## config.mk

```make
export PLATFORM = sky130hd
export DESIGN_NAME = upd7801_intc
export DESIGN_NICKNAME = d
export VERILOG_FILES = /design/src/rtl/upd7801_intc_pkg.sv /design/src/rtl/intc_chan.sv /design/src/rtl/upd7801_intc.sv
export SDC_FILE = /design/constraint.sdc
export NUM_CORES = 1
export LEC_CHECK = 0
export BUFFER_PORTS_ARGS = -buffer_cell sky130_fd_sc_hd__buf_2
export CAP_MARGIN = 25
export CORE_UTILIZATION = 40
export CTS_BUF_LIST = sky130_fd_sc_hd__clkbuf_2
export DETAILED_ROUTE_END_ITERATION = 12
export PLACE_DENSITY = 0.69
export SETUP_SLACK_MARGIN = 0.3
export SYNTH_ARGS = -nofsm -noshare
export SYNTH_HDL_FRONTEND = slang
export SYNTH_HIERARCHICAL = 1
export SYNTH_SLANG_ARGS = --single-unit
```

## constraint.sdc

```tcl
create_clock -name CLK -period 1.74 [get_ports CLK]
set_input_delay 0.261 -clock CLK [delete_from_list [all_inputs] [get_ports CLK]]
set_output_delay 0.261 -clock CLK [all_outputs]
set_load 0.05 [all_outputs]
```

## src/rtl/upd7801_intc_pkg.sv

```systemverilog
// Shared types and helpers for the uPD780x interrupt controller.
package upd7801_intc_pkg;

    // Request/service handshake state seen by the CPU.
    typedef enum logic [1:0] {
        INTC_IDLE = 2'd0,
        INTC_PEND = 2'd1,
        INTC_SERV = 2'd2
    } e_intc_state;

    // Vector address of channel idx; the result deliberately wraps at 16 bits.
    function automatic logic [15:0] intc_vec(
        input logic [15:0] base,
        input logic [15:0] stride,
        input int unsigned idx
    );
        logic [15:0] idx16;
        idx16 = 16'(idx);
        return base + idx16 * stride;
    endfunction

endpackage

```

## src/rtl/intc_chan.sv

```systemverilog
// One request channel: edge or level detection and the request flag latch.
module intc_chan #(
    parameter bit EDGE = 1'b1,   // 1 = edge-triggered, 0 = level
    parameter bit POL  = 1'b1    // 1 = rising / active-high, 0 = falling / active-low
) (
    input  logic clk,
    input  logic reset,
    input  logic ce,
    input  logic irq_in,
    input  logic clr,            // ACK or test-port clear, edge channels only
    output logic flag
);

    logic prev;
    logic active;
    logic set;

    // Polarity-qualified level and transition of the raw request line.
    always_comb begin
        active = POL ? irq_in : ~irq_in;
        set    = POL ? (irq_in & ~prev) : (~irq_in & prev);
    end

    // Previous sample and flag latch; a new edge beats a simultaneous clear.
    always_ff @(posedge clk) begin
        // NOTE: sequential state uses non-blocking assignments so every flop samples pre-edge values.
        if (reset) begin
            prev <= 1'b0;
            flag <= 1'b0;
        end else if (ce) begin
            prev <= irq_in;
            if (EDGE)
                flag <= set | (flag & ~clr);
            else
                flag <= active;
        end
    end

endmodule

```

## src/rtl/upd7801_intc.sv

```systemverilog
// uPD780x interrupt controller: channel latches, mask, priority, vector and test port.
module upd7801_intc
    import upd7801_intc_pkg::*;
#(
    parameter int                 NUM_IRQ    = 5,
    parameter bit                 NMI_CH0    = 1'b1,
    parameter logic [NUM_IRQ-1:0] EDGE_MODE  = 5'b11110,
    parameter logic [NUM_IRQ-1:0] EDGE_POL   = 5'b11111,
    parameter logic [15:0]        VEC_BASE   = 16'h0004,
    parameter logic [15:0]        VEC_STRIDE = 16'h0004,
    localparam int                SEL_W      = (NUM_IRQ > 1) ? $clog2(NUM_IRQ) : 1
) (
    input  logic               CLK,
    input  logic               RESET,
    input  logic               CE,
    input  logic [NUM_IRQ-1:0] IRQ_IN,
    input  logic               IE_IN,
    input  logic               MASK_WE,
    input  logic [NUM_IRQ-1:0] MASK_D,
    input  logic               ACK,
    input  logic               TEST_STB,
    input  logic [SEL_W-1:0]   TEST_SEL,
    output logic               IRQ_REQ,
    output logic [15:0]        IRQ_VEC,
    output logic               TEST_HIT,
    output logic [NUM_IRQ-1:0] FLAGS,
    output logic [NUM_IRQ-1:0] MASK
);

    e_intc_state        state;
    e_intc_state        next_state;
    logic [NUM_IRQ-1:0] elig;
    logic [NUM_IRQ-1:0] ack_clr;
    logic [NUM_IRQ-1:0] test_clr;
    logic [SEL_W-1:0]   winner;
    logic [SEL_W-1:0]   win_idx;     // channel currently shown on IRQ_VEC
    logic               any_elig;
    logic               frozen_nmi;
    logic               sel_valid;
    logic               track_winner;

    // Per-channel detection and flag latches.
    for (genvar i = 0; i < NUM_IRQ; i++) begin : g_chan
        intc_chan #(
            .EDGE (EDGE_MODE[i]),
            .POL  (EDGE_POL[i])
        ) u_chan (
            .clk    (CLK),
            .reset  (RESET),
            .ce     (CE),
            .irq_in (IRQ_IN[i]),
            .clr    (ack_clr[i] | test_clr[i]),
            .flag   (FLAGS[i])
        );
    end

    // Eligibility and fixed-priority encoder; lowest index wins.
    always_comb begin
        // NOTE: every always_comb output gets a default first so no path can infer a latch.
        elig     = '0;
        winner   = '0;
        any_elig = 1'b0;
        for (int i = 0; i < NUM_IRQ; i++)
            elig[i] = FLAGS[i] & ((~MASK[i] & IE_IN) | ((i == 0) && NMI_CH0));
        for (int i = NUM_IRQ - 1; i >= 0; i--)
            if (elig[i]) winner = SEL_W'(i);
        any_elig = |elig;
    end

    // Clear strobes: ACK clears the acknowledged channel, the test port clears the selected one.
    always_comb begin
        ack_clr   = '0;
        test_clr  = '0;
        sel_valid = (int'(TEST_SEL) < NUM_IRQ);
        for (int i = 0; i < NUM_IRQ; i++) begin
            ack_clr[i]  = (state == INTC_PEND) && ACK && (win_idx == SEL_W'(i));
            test_clr[i] = TEST_STB && (TEST_SEL == SEL_W'(i));
        end
    end

    assign frozen_nmi   = NMI_CH0 && (win_idx == '0);
    assign track_winner = any_elig && ((state == INTC_IDLE) || ((state == INTC_PEND) && !ACK));

    // FSM state register.
    always_ff @(posedge CLK) begin
        if (RESET)
            state <= INTC_IDLE;
        else if (CE)
            state <= next_state;
    end

    // FSM next state: request, re-evaluate while pending, hold during service.
    always_comb begin
        next_state = state;
        case (state)
            INTC_IDLE: if (any_elig) next_state = INTC_PEND;
            INTC_PEND: begin
                if (ACK)
                    next_state = INTC_SERV;
                else if (!any_elig)
                    next_state = INTC_IDLE;
            end
            INTC_SERV: if (!IE_IN || frozen_nmi) next_state = INTC_IDLE;
            default:   next_state = INTC_IDLE;
        endcase
    end

    // Registered outputs: request, vector (frozen from ACK), test result and mask.
    always_ff @(posedge CLK) begin
        if (RESET) begin
            IRQ_REQ  <= 1'b0;
            IRQ_VEC  <= VEC_BASE;
            win_idx  <= '0;
            TEST_HIT <= 1'b0;
            MASK     <= '1;
        end else if (CE) begin
            IRQ_REQ <= (next_state == INTC_PEND);
            if (track_winner) begin
                win_idx <= winner;
                IRQ_VEC <= intc_vec(VEC_BASE, VEC_STRIDE, 32'(winner));
            end
            if (TEST_STB)
                TEST_HIT <= sel_valid ? FLAGS[TEST_SEL] : 1'b0;
            if (MASK_WE)
                MASK <= MASK_D;
        end
    end

endmodule

```

==> results of run 1 <==
## layout by cell type (no fill, tap or decap), types with 2 or more instances in the layout
master and instances:
a21bo_1 4, a21oi_1 3, a21oi_2 5, a31oi_1 2, a32o_1 2, buf_2 35
buf_4 10, clkbuf_2 4, conb_1 12, dfxtp_1 14, dfxtp_2 5, dfxtp_4 6
inv_1 2, mux2i_1 6, nand2_1 11, nand2b_1 4, nand2b_4 2, nand3_1 12
nand3b_1 7, nand4_1 2, nor2_1 11, nor2b_1 3, nor2b_4 3, o21ai_0 2
## metrics by stage
stage / total power [mW] / area (sq um) / cells
3_3_place_gp: 0.931 / 1570 / 223
6_report: 1.18 / 1700 / 235
5_1_grt: 1.23 / 1700 / 235
4_1_cts: 1.19 / 1660 / 234
2_1_floorplan: 0.877 / 1440 / 157
3_5_place_dp: 0.937 / 1570 / 223
## area by class of cell
class	instances	area, sq um	area share, %
inverters	3	11.3	0.663
clock buffers	4	20.0	1.18
flip-flops and latches	25	529	31.2
well taps	44	55.1	3.24
multi-input cells	114	832	49.0
repair buffers	45	250	14.7
## worst max-delay path, delay by kind of cell, from the launching register on
family / cells / cell delay (ns)
AOI/OAI and AO/OA: 3 / 0.50
adders and majority gates: 1 / 0.22
buffers and inverters: 1 / 0.04
DFF: 1 / 0.39
and+or+nand+nor: 2 / 0.37
## repair_timing
| action | 4_1_cts | 5_1_grt |
|---|---|---|
| setup endpoints to repair | 3 | 7 |
| gates resized for setup | 3 | 6 |
| setup buffers | 7 | 1 |
| pin swaps | 5 | 6 |
## power breakdown
part,switching [mW],internal [mW]
registers,0.0240,0.600
logic,0.218,0.103
clock network,0.178,0.0607
## routing by layer
layer	global-route usage, %	vias to the layer above	share of wire, %
met4	9.86	0	1.8
met1	23.3	580	46
met5	0	-	0
met3	1.97	5	2.8
li1	-	596	-
met2	32.0	28	50
## worst paths after layout
kind,end,slack [ns],cells past startpoint
worst max-delay path,IRQ_VEC[4]$_SDFFE_PP0P_,0.18,7
worst min-delay path,TEST_HIT$_SDFFE_PP0P_,0.1,2
worst max register to register,IRQ_VEC[4]$_SDFFE_PP0P_,0.18,7
worst min register to register,IRQ_VEC[3]$_SDFFE_PP0P_,0.49,2
## sequential cells by signal (all words and copies together), names as in the netlist
signal / flops
IRQ_VEC: 4
state: 2
g_chan.u_chan/flag: 5
MASK: 5
TEST_HIT: 1
IRQ_REQ: 1
g_chan.u_chan/prev: 4
win_idx: 3
==> run summary, run 1 <==
worst-path cell with the longest stage delay: dfxtp_4
final setup violation count: 0
Cells after Synth: 146
setup_tns: 0 ns
Crit Reg-Reg Startpoint: g_chan[3].u_chan/flag$_SDFFE_PP0P_
antenna diode instance count: 0
row cnt: 20
Synth Cell Area: 1310 sq um
yosys synthesis warning count: 6
clk slew on worst S/H paths: 0.23 ns
wire length per cell: 12.9 microns
biggest cell delay along the critical path: 0.39 ns
drc violations: 0
CTS Hold Bufs: 0
Max Clock Skew: 0.00155 ns
overall die height: 59.2 microns
crit path cell chain: nor2b_4 -> a21oi_2 -> nor3b_2 -> ha_2 -> inv_1 -> a211o_1 -> a41oi_2
pwr dens: 697 nW/um^2
Initial Util: 42.5%
run status: finished clean
count of max-cap constraint violations: 0
area inside the core boundary: 3080 sq um
Critical path origin: g_chan[3].u_chan/flag$_SDFFE_PP0P_
1st-iter DRT viols: 25
number of clock sinks: 25
final weighted congestion of routability-driven global placement: 0.835
TritonCTS Buffers: 3
crit share post-route: 89.6%
endpoint required time on the critical path: 2.05 ns
CP max FO: 2
number of top-level pins: 48
post-detailed-placement half-perimeter wirelength: 2.23 mm
VDD IR-drop max: 459 uV
via count of the first global-routing pass: 1069
pre-CTS worst setup slack: 0.140 ns
grt total ovfl: 0
initial antenna violation count: 0
type of the worst min-delay path: primary input to register
final worst path period need: 1.56 ns
clock tree buffer depth: 2
Die ar.: 3500 sq um
final WL: 3.03 mm
via count: 1209
share of final-layout standard cells stronger than drive strength 1: 43.5%
leak pwr: 0.729 nW
global-route wire length before repair: 4.86 mm
kind of end point of the critical path: register
clock root buffer master: clkbuf_2
post-route antenna net violation count: 0
maximum number of pins on one net before global-route repair: 26
Die Wd: 59.2 microns
total global-route track usage: 18.8%
Pre-antenna DRT Iters: 4
clock insertion delay at the later pin of the skew report: 0.36 ns
element type at the critical path start: register
Final Core Density: 55.2%
Post-Route Hold Slack: 0.0990 ns
number of levels the H-tree was split into: 1
Worst Hold Launch: TEST_STB
number of inserted filler cells in the final layout: 297
Hold Vio Cnt, Final: 0
Pins Over Slew Limit: 0
Post-layout nets: 213
highest achievable clock rate: 641 MHz
PnR worst setup slack: 0.180 ns
setup repair after global routing missed its margin: true
post-synthesis average cell area: 8.96 sq um
post-synthesis to final-layout area growth: 29.9%
category of the critical setup timing path: register to register
CP arrival: 1.87 ns
CTS tree: yes
# port buffers: 35
average vias per placed instance: 5.14
(Power assumes the default switching activity.)
==> run 2: changes to the inputs <==
--- a/config.mk
+++ b/config.mk
@@ -5,12 +5,14 @@
 export SDC_FILE = /design/constraint.sdc
 export NUM_CORES = 1
 export LEC_CHECK = 0
+export ABC_AREA = 1
+export ABC_CLOCK_PERIOD_IN_PS = 1740
 export BUFFER_PORTS_ARGS = -buffer_cell sky130_fd_sc_hd__buf_2
 export CAP_MARGIN = 25
 export CORE_UTILIZATION = 40
 export CTS_BUF_LIST = sky130_fd_sc_hd__clkbuf_2
 export DETAILED_ROUTE_END_ITERATION = 12
-export PLACE_DENSITY = 0.69
+export PLACE_DENSITY = 0.68
 export SETUP_SLACK_MARGIN = 0.3
 export SYNTH_ARGS = -nofsm -noshare
 export SYNTH_HDL_FRONTEND = slang
==> run 2 against run 1 <==
  * Largest power group unchanged
  * Synthesized cell count is 38% higher
  * Critical endpoint is now FLAGS[4]
  * Non-clock buffer count down 7
  * Global-route usage fell by 2.5 points
==> run summary, run 2 <==
depth of the most critical reg-to-reg path: 10 (+3)
post-synthesis average cell area: 7.01 sq um (-22%)
Post-Route Hold Slack: 0.0970 ns (-0.00195 ns)
minimum setup slack among reg-to-reg paths: 0.39 ns (+0.21 ns)
crit share post-route: 78.3% (-11 points)
Pins Over Slew Limit: 0 (unchanged)
# placed instances: 280 (+26%)
antenna diode instance count: 0 (unchanged)
1st-iter DRT viols: 23 (-8.0%)
average vias per placed instance: 4.53 (-12%)
Initial Util: 41.9% (-0.59 points)
share of final-layout standard cells stronger than drive strength 1: 31.7% (-12 points)
post-route antenna net violation count: 0 (unchanged)
initial antenna violation count: 0 (unchanged)
area inside the core boundary: 3360 sq um (+9.3%)
CTS tree: yes
setup_tns: 0 ns (unchanged)
setup repair after global routing missed its margin: false
Critical path origin: g_chan[4].u_chan/flag$_SDFFE_PP0P_
VDD IR-drop max: 420 uV (-8.6%)
critical path depth in cells: 1 (-6)
registers with the most flip-flops: MASK (5), g_chan.u_chan/flag (5)
Cells after Synth: 201 (+38%)
highest achievable clock rate: 734 MHz (+15%)
Final Core Density: 49.1% (-6.1 points)
# port buffers: 35 (unchanged)
crit path cell chain: buf_2
clock tree buffer depth: 2 (unchanged)
final WL: 2.87 mm (-5.1%)
number of top-level pins: 48 (unchanged)
yosys synthesis warning count: 6 (unchanged)
Synth Cell Area: 1410 sq um (+7.8%)
Max Clock Skew: 0.0112 ns (+0.00967 ns)
global-route wire length before repair: 4.53 mm (-6.8%)
via count of the first global-routing pass: 1066 (-0.28%)
count of max-cap constraint violations: 0 (unchanged)
final worst path period need: 1.36 ns (-0.198 ns)
leak pwr: 0.835 nW (+15%)
Post-layout nets: 262 (+23%)
category of the critical setup timing path: register to primary output
worst-path cell with the longest stage delay: dfxtp_1
clock insertion delay at the later pin of the skew report: 0.35 ns (about the same)
grt total ovfl: 0 (unchanged)
clock root buffer master: clkbuf_2
pwr dens: 731 nW/um^2 (+4.9%)
Die ar.: 3760 sq um (+7.5%)
biggest cell delay along the critical path: 0.46 ns (+0.07 ns)
number of clock sinks: 25 (unchanged)
final weighted congestion of routability-driven global placement: 0.829 (-0.69%)
drc violations: 0 (unchanged)
row cnt: 21 (+5.0%)
kind of end point of the critical path: primary output
most common library cell in the layout ignoring fill and taps: nand2_1
clk slew on worst S/H paths: 0.24 ns (about the same)
Worst Hold Launch: MASK_D[2]
element type at the critical path start: register
number of levels the H-tree was split into: 1 (unchanged)
total power: 1.21 mW (+2.0%)
worst path bufs/invs: 1 (unchanged)
TritonCTS Buffers: 3 (unchanged)
post-detailed-placement half-perimeter wirelength: 2.20 mm (-1.5%)
Hold Vio Cnt, Final: 0 (unchanged)
total global-route track usage: 16.2% (-2.5 points)
wire length per cell: 10.0 microns (-22%)
Pre-antenna DRT Iters: 4 (unchanged)
post-synthesis to final-layout area growth: 17.1%
worst r2r dst: IRQ_VEC[3]$_SDFFE_PP0P_
maximum number of pins on one net before global-route repair: 18 (-31%)
number of cells on the worst hold path: 3 (+1)
Die Wd: 61.3 microns (+3.7%)
final setup violation count: 0 (unchanged)
run status: finished clean
largest delay contributor family on the critical path: flip-flops
Non-Filler Instances: 286 (+22%)
via count: 1296 (+7.2%)
most used cells in the layout excluding fill and tap cells: 54 x nand2_1, 35 x buf_2, 29 x inv_1, 21 x nand3_1, 17 x dfxtp_1
endpoint of the worst hold-timing path: MASK[2]$_SDFFE_PP1P_
overall die height: 61.3 microns (+3.7%)
CP max FO: 4 (+2)
endpoint required time on the critical path: 1.48 ns (-0.57 ns)
type of the worst min-delay path: primary input to register
Crit Reg-Reg Startpoint: g_chan[2].u_chan/flag$_SDFFE_PP0P_
CP arrival: 1.10 ns (-0.77 ns)
-- run 2: where the power goes --
group	switching, mW	total [mW]	internal, mW
clock network	0.173	0.234	0.0607
registers	0.0303	0.638	0.608
logic	0.251	0.335	0.0844
-- run 2: layer usage --
layer | vias up | wire length (microns) | GRT usage, %
li1 | 689 | - | -
met1 | 567 | 1450 | 22.5
met2 | 36 | 1240 | 25.0
met3 | 4 | 151 | 3.15
met4 | 0 | 31 | 6.03
met5 | - | 0 | 0
-- run 2: worst max path at each step --
| stage | end |
|---|---|
| after floorplan | IRQ_VEC[3]$_SDFFE_PP0P_ |
| after global placement | IRQ_VEC[3]$_SDFFE_PP0P_ |
| after detailed placement | IRQ_VEC[3]$_SDFFE_PP0P_ |
| after CTS | MASK[4] |
| after global routing | IRQ_VEC[3]$_SDFFE_PP0P_ |
| final | FLAGS[4] |
-- run 2: stage by stage --
stage | setup WS [ns] | cell area (sq um)
after detailed placement | 0.334 | 1590
after CTS | 0.368 | 1610
after floorplan | 0.314 | 1460
after global routing | 0.292 | 1650
final | 0.378 | 1650
after global placement | 0.374 | 1590
-- run 2: cell type report --
cell class | instances | area (sq um)
fill | 393 | 1710
multi-input combinational | 142 | 743
sequential | 25 | 515
timing repair buffer | 38 | 198
inverter | 31 | 116
tap | 46 | 57.6
clock buffer | 4 | 20.0
-- run 2: what timing repair did --
item                                    CTS  global route
hold buffers                              0             0
buffers inserted                          0             2
endpoints found under the setup margin    0             4
resized for setup                         0             7
==> run 3: changes to the inputs <==
--- a/config.mk
+++ b/config.mk
@@ -5,14 +5,14 @@
 export SDC_FILE = /design/constraint.sdc
 export NUM_CORES = 1
 export LEC_CHECK = 0
-export ABC_AREA = 1
-export ABC_CLOCK_PERIOD_IN_PS = 1740
+export ABC_AREA = 0
+export ABC_CLOCK_PERIOD_IN_PS = 1250
 export BUFFER_PORTS_ARGS = -buffer_cell sky130_fd_sc_hd__buf_2
 export CAP_MARGIN = 25
 export CORE_UTILIZATION = 40
 export CTS_BUF_LIST = sky130_fd_sc_hd__clkbuf_2
 export DETAILED_ROUTE_END_ITERATION = 12
-export PLACE_DENSITY = 0.68
+export PLACE_DENSITY = 0.69
 export SETUP_SLACK_MARGIN = 0.3
 export SYNTH_ARGS = -nofsm -noshare
 export SYNTH_HDL_FRONTEND = slang
==> constraint.sdc (replaced) <==
create_clock -name CLK -period 1.25 [get_ports CLK]
set_input_delay 0.1875 -clock CLK [delete_from_list [all_inputs] [get_ports CLK]]
set_output_delay 0.1875 -clock CLK [all_outputs]
set_load 0.05 [all_outputs]
==> run 3 against run 2 <==
  * The flow now finishes with violations (negative setup slack)
  * Clock skew fell by 0.0028 ns
  * Final area is 36% higher
  * Power grew 52%
==> run summary, run 3 (same netlist as run 1, synthesis figures left out) <==
run status: complete, but fails checks
failing checks: negative setup slack
clock tree buffer depth: 2 (unchanged)
type of the worst min-delay path: primary input to register
CTS tree: yes
Non-Filler Instances: 263 (-8.0%)
kind of end point of the critical path: register
maximum number of pins on one net before global-route repair: 26 (+8)
row cnt: 20 (-4.8%)
total global-route track usage: 24.4% (+8.2 points)
CP arrival: 1.88 ns (+0.78 ns)
area inside the core boundary: 3080 sq um (-8.5%)
final WL: 3.96 mm (+38%)
final worst path period need: 1.55 ns
post-detailed-placement half-perimeter wirelength: 2.61 mm (+19%)
Seq pwr share: 47.7% (-5.2 points)
final weighted congestion of routability-driven global placement: 0.878 (+5.9%)
leak pwr: 0.964 nW (+15%)
switching power as a share of total power: 35.6% (-2.0 points)
Post-layout nets: 241 (-8.0%)
share of final-layout standard cells stronger than drive strength 1: 60.3% (+29 points)
drc violations: 0 (unchanged)
pwr dens: 817 nW/um^2 (+12%)
endpoint required time on the critical path: 1.58 ns (+0.10 ns)
Final Instance Area: 2250 sq um (+36%)
Hold Vio Cnt, Final: 0 (unchanged)
clock root buffer master: clkbuf_2
PnR worst setup slack: -0.300 ns (-0.678 ns)
element type at the critical path start: register
pre-CTS worst setup slack: -0.330 ns (-0.664 ns)
antenna diode instance count: 0 (unchanged)
final setup violation count: 17 (+17)
VDD IR-drop max: 710 uV (+69%)
setup repair after global routing missed its margin: true
Die Wd: 59.2 microns (-3.5%)
power spent charging and discharging nets: 0.654 mW (+44%)
number of levels the H-tree was split into: 1 (unchanged)
category of the critical setup timing path: register to register
grt total ovfl: 0 (unchanged)
post-route antenna net violation count: 0 (unchanged)
overall die height: 59.2 microns (-3.5%)
registers with the most flip-flops: MASK (5), g_chan.u_chan/flag (5)
Internal: 1.18 mW (+57%)
TritonCTS Buffers: 3 (unchanged)
total power: 1.84 mW (+52%)
logic gate share of total power: 34.1% (+6.3 points)
clock share of power: 18.3% (-1.0 points)
clock insertion delay at the later pin of the skew report: 0.37 ns (+0.02 ns)
count of max-cap constraint violations: 0 (unchanged)
most common library cell in the layout ignoring fill and taps: buf_4
via count of the first global-routing pass: 1381 (+30%)
Pins Over Slew Limit: 0 (unchanged)
via count: 1350 (+4.2%)
number of top-level pins: 48 (unchanged)
initial antenna violation count: 0 (unchanged)
Post-Route Hold Slack: 0.0369 ns (-0.0601 ns)
average vias per placed instance: 5.13 (+13%)
number of clock sinks: 25 (unchanged)
Die ar.: 3500 sq um (-6.9%)
Initial Util: 42.5% (+0.59 points)
most used cells in the layout excluding fill and tap cells: 21 x buf_4, 19 x buf_2, 17 x buf_6, 15 x buf_8
post-synthesis to final-layout area growth: 71.9%
wire length per cell: 15.0 microns (+50%)
Max Clock Skew: 0.00843 ns (-0.00278 ns)
setup_tns: -2.70 ns (-2.70 ns)
clk slew on worst S/H paths: 0.25 ns (about the same)
# port buffers: 35 (unchanged)
placement-stage cell area: 1760 sq um (+10%)
Pre-antenna DRT Iters: 4 (unchanged)
global-route wire length before repair: 6.31 mm (+39%)
# placed instances: 245 (-13%)
1st-iter DRT viols: 32 (+39%)
highest achievable clock rate: 645 MHz
Final Core Density: 73.0% (+24 points)
CP max FO: 2 (-2)
crit share post-route: 124%
run 3: path summary, 6_finish.rpt:
path	from	endpoint	slack, ns	cells after the start
setup reg to reg	g_chan[3].u_chan/flag$_SDFFE_PP0P_	IRQ_VEC[4]$_SDFFE_PP0P_	-0.30	7
setup / recovery	g_chan[3].u_chan/flag$_SDFFE_PP0P_	IRQ_VEC[4]$_SDFFE_PP0P_	-0.30	7
hold reg to reg	IRQ_VEC[3]$_SDFFE_PP0P_	IRQ_VEC[3]$_SDFFE_PP0P_	0.50	2
hold / removal	MASK_D[3]	MASK[3]$_SDFFE_PP1P_	0.04	3
run 3: area by class of cell:
class                           count  area, sq um
Tap cell                           44         55.1
Inverter                            3         11.3
Clock inverter                      1         5.00
Fill cell                         214          831
Clock buffer                        3         15.0
Sequential cell                    25          547
Timing Repair Buffer               73          679
Multi-Input combinational cell    114          935
run 3: routing by layer:
metal / wire (microns) / vias to the layer above / GRT usage [%]
met3: 175 / 18 / 5.90
li1: - / 650 / -
met4: 155 / 0 / 12.6
met1: 1570 / 635 / 25.8
met5: 0 / - / 0
met2: 2060 / 47 / 44.5
run 3: what timing repair did:
action,CTS,global route
endpoints found under the hold margin,0,1
setup buffers,7,6
setup endpoints to repair,31,31
hold buffers,0,1
pin swaps,23,12
gates resized for setup,84,13
run 3: power by group through the flow:
stage	logic, mW	registers, mW	clock network, mW
6_report	0.625	0.875	0.335
3_3_place_gp	0.470	0.878	0
3_5_place_dp	0.482	0.880	0
4_1_cts	0.591	0.873	0.338
5_1_grt	0.660	0.881	0.380
2_1_floorplan	0.249	0.972	0
run 3: critical path, cell delays in order, from the launching register on:
cell	delay, ns
dfxtp_4	0.40
nor2b_4	0.17
a21oi_2	0.08
nor3b_2	0.24
ha_4	0.19
inv_2	0.03
a211o_1	0.23
a41oi_2	0.16
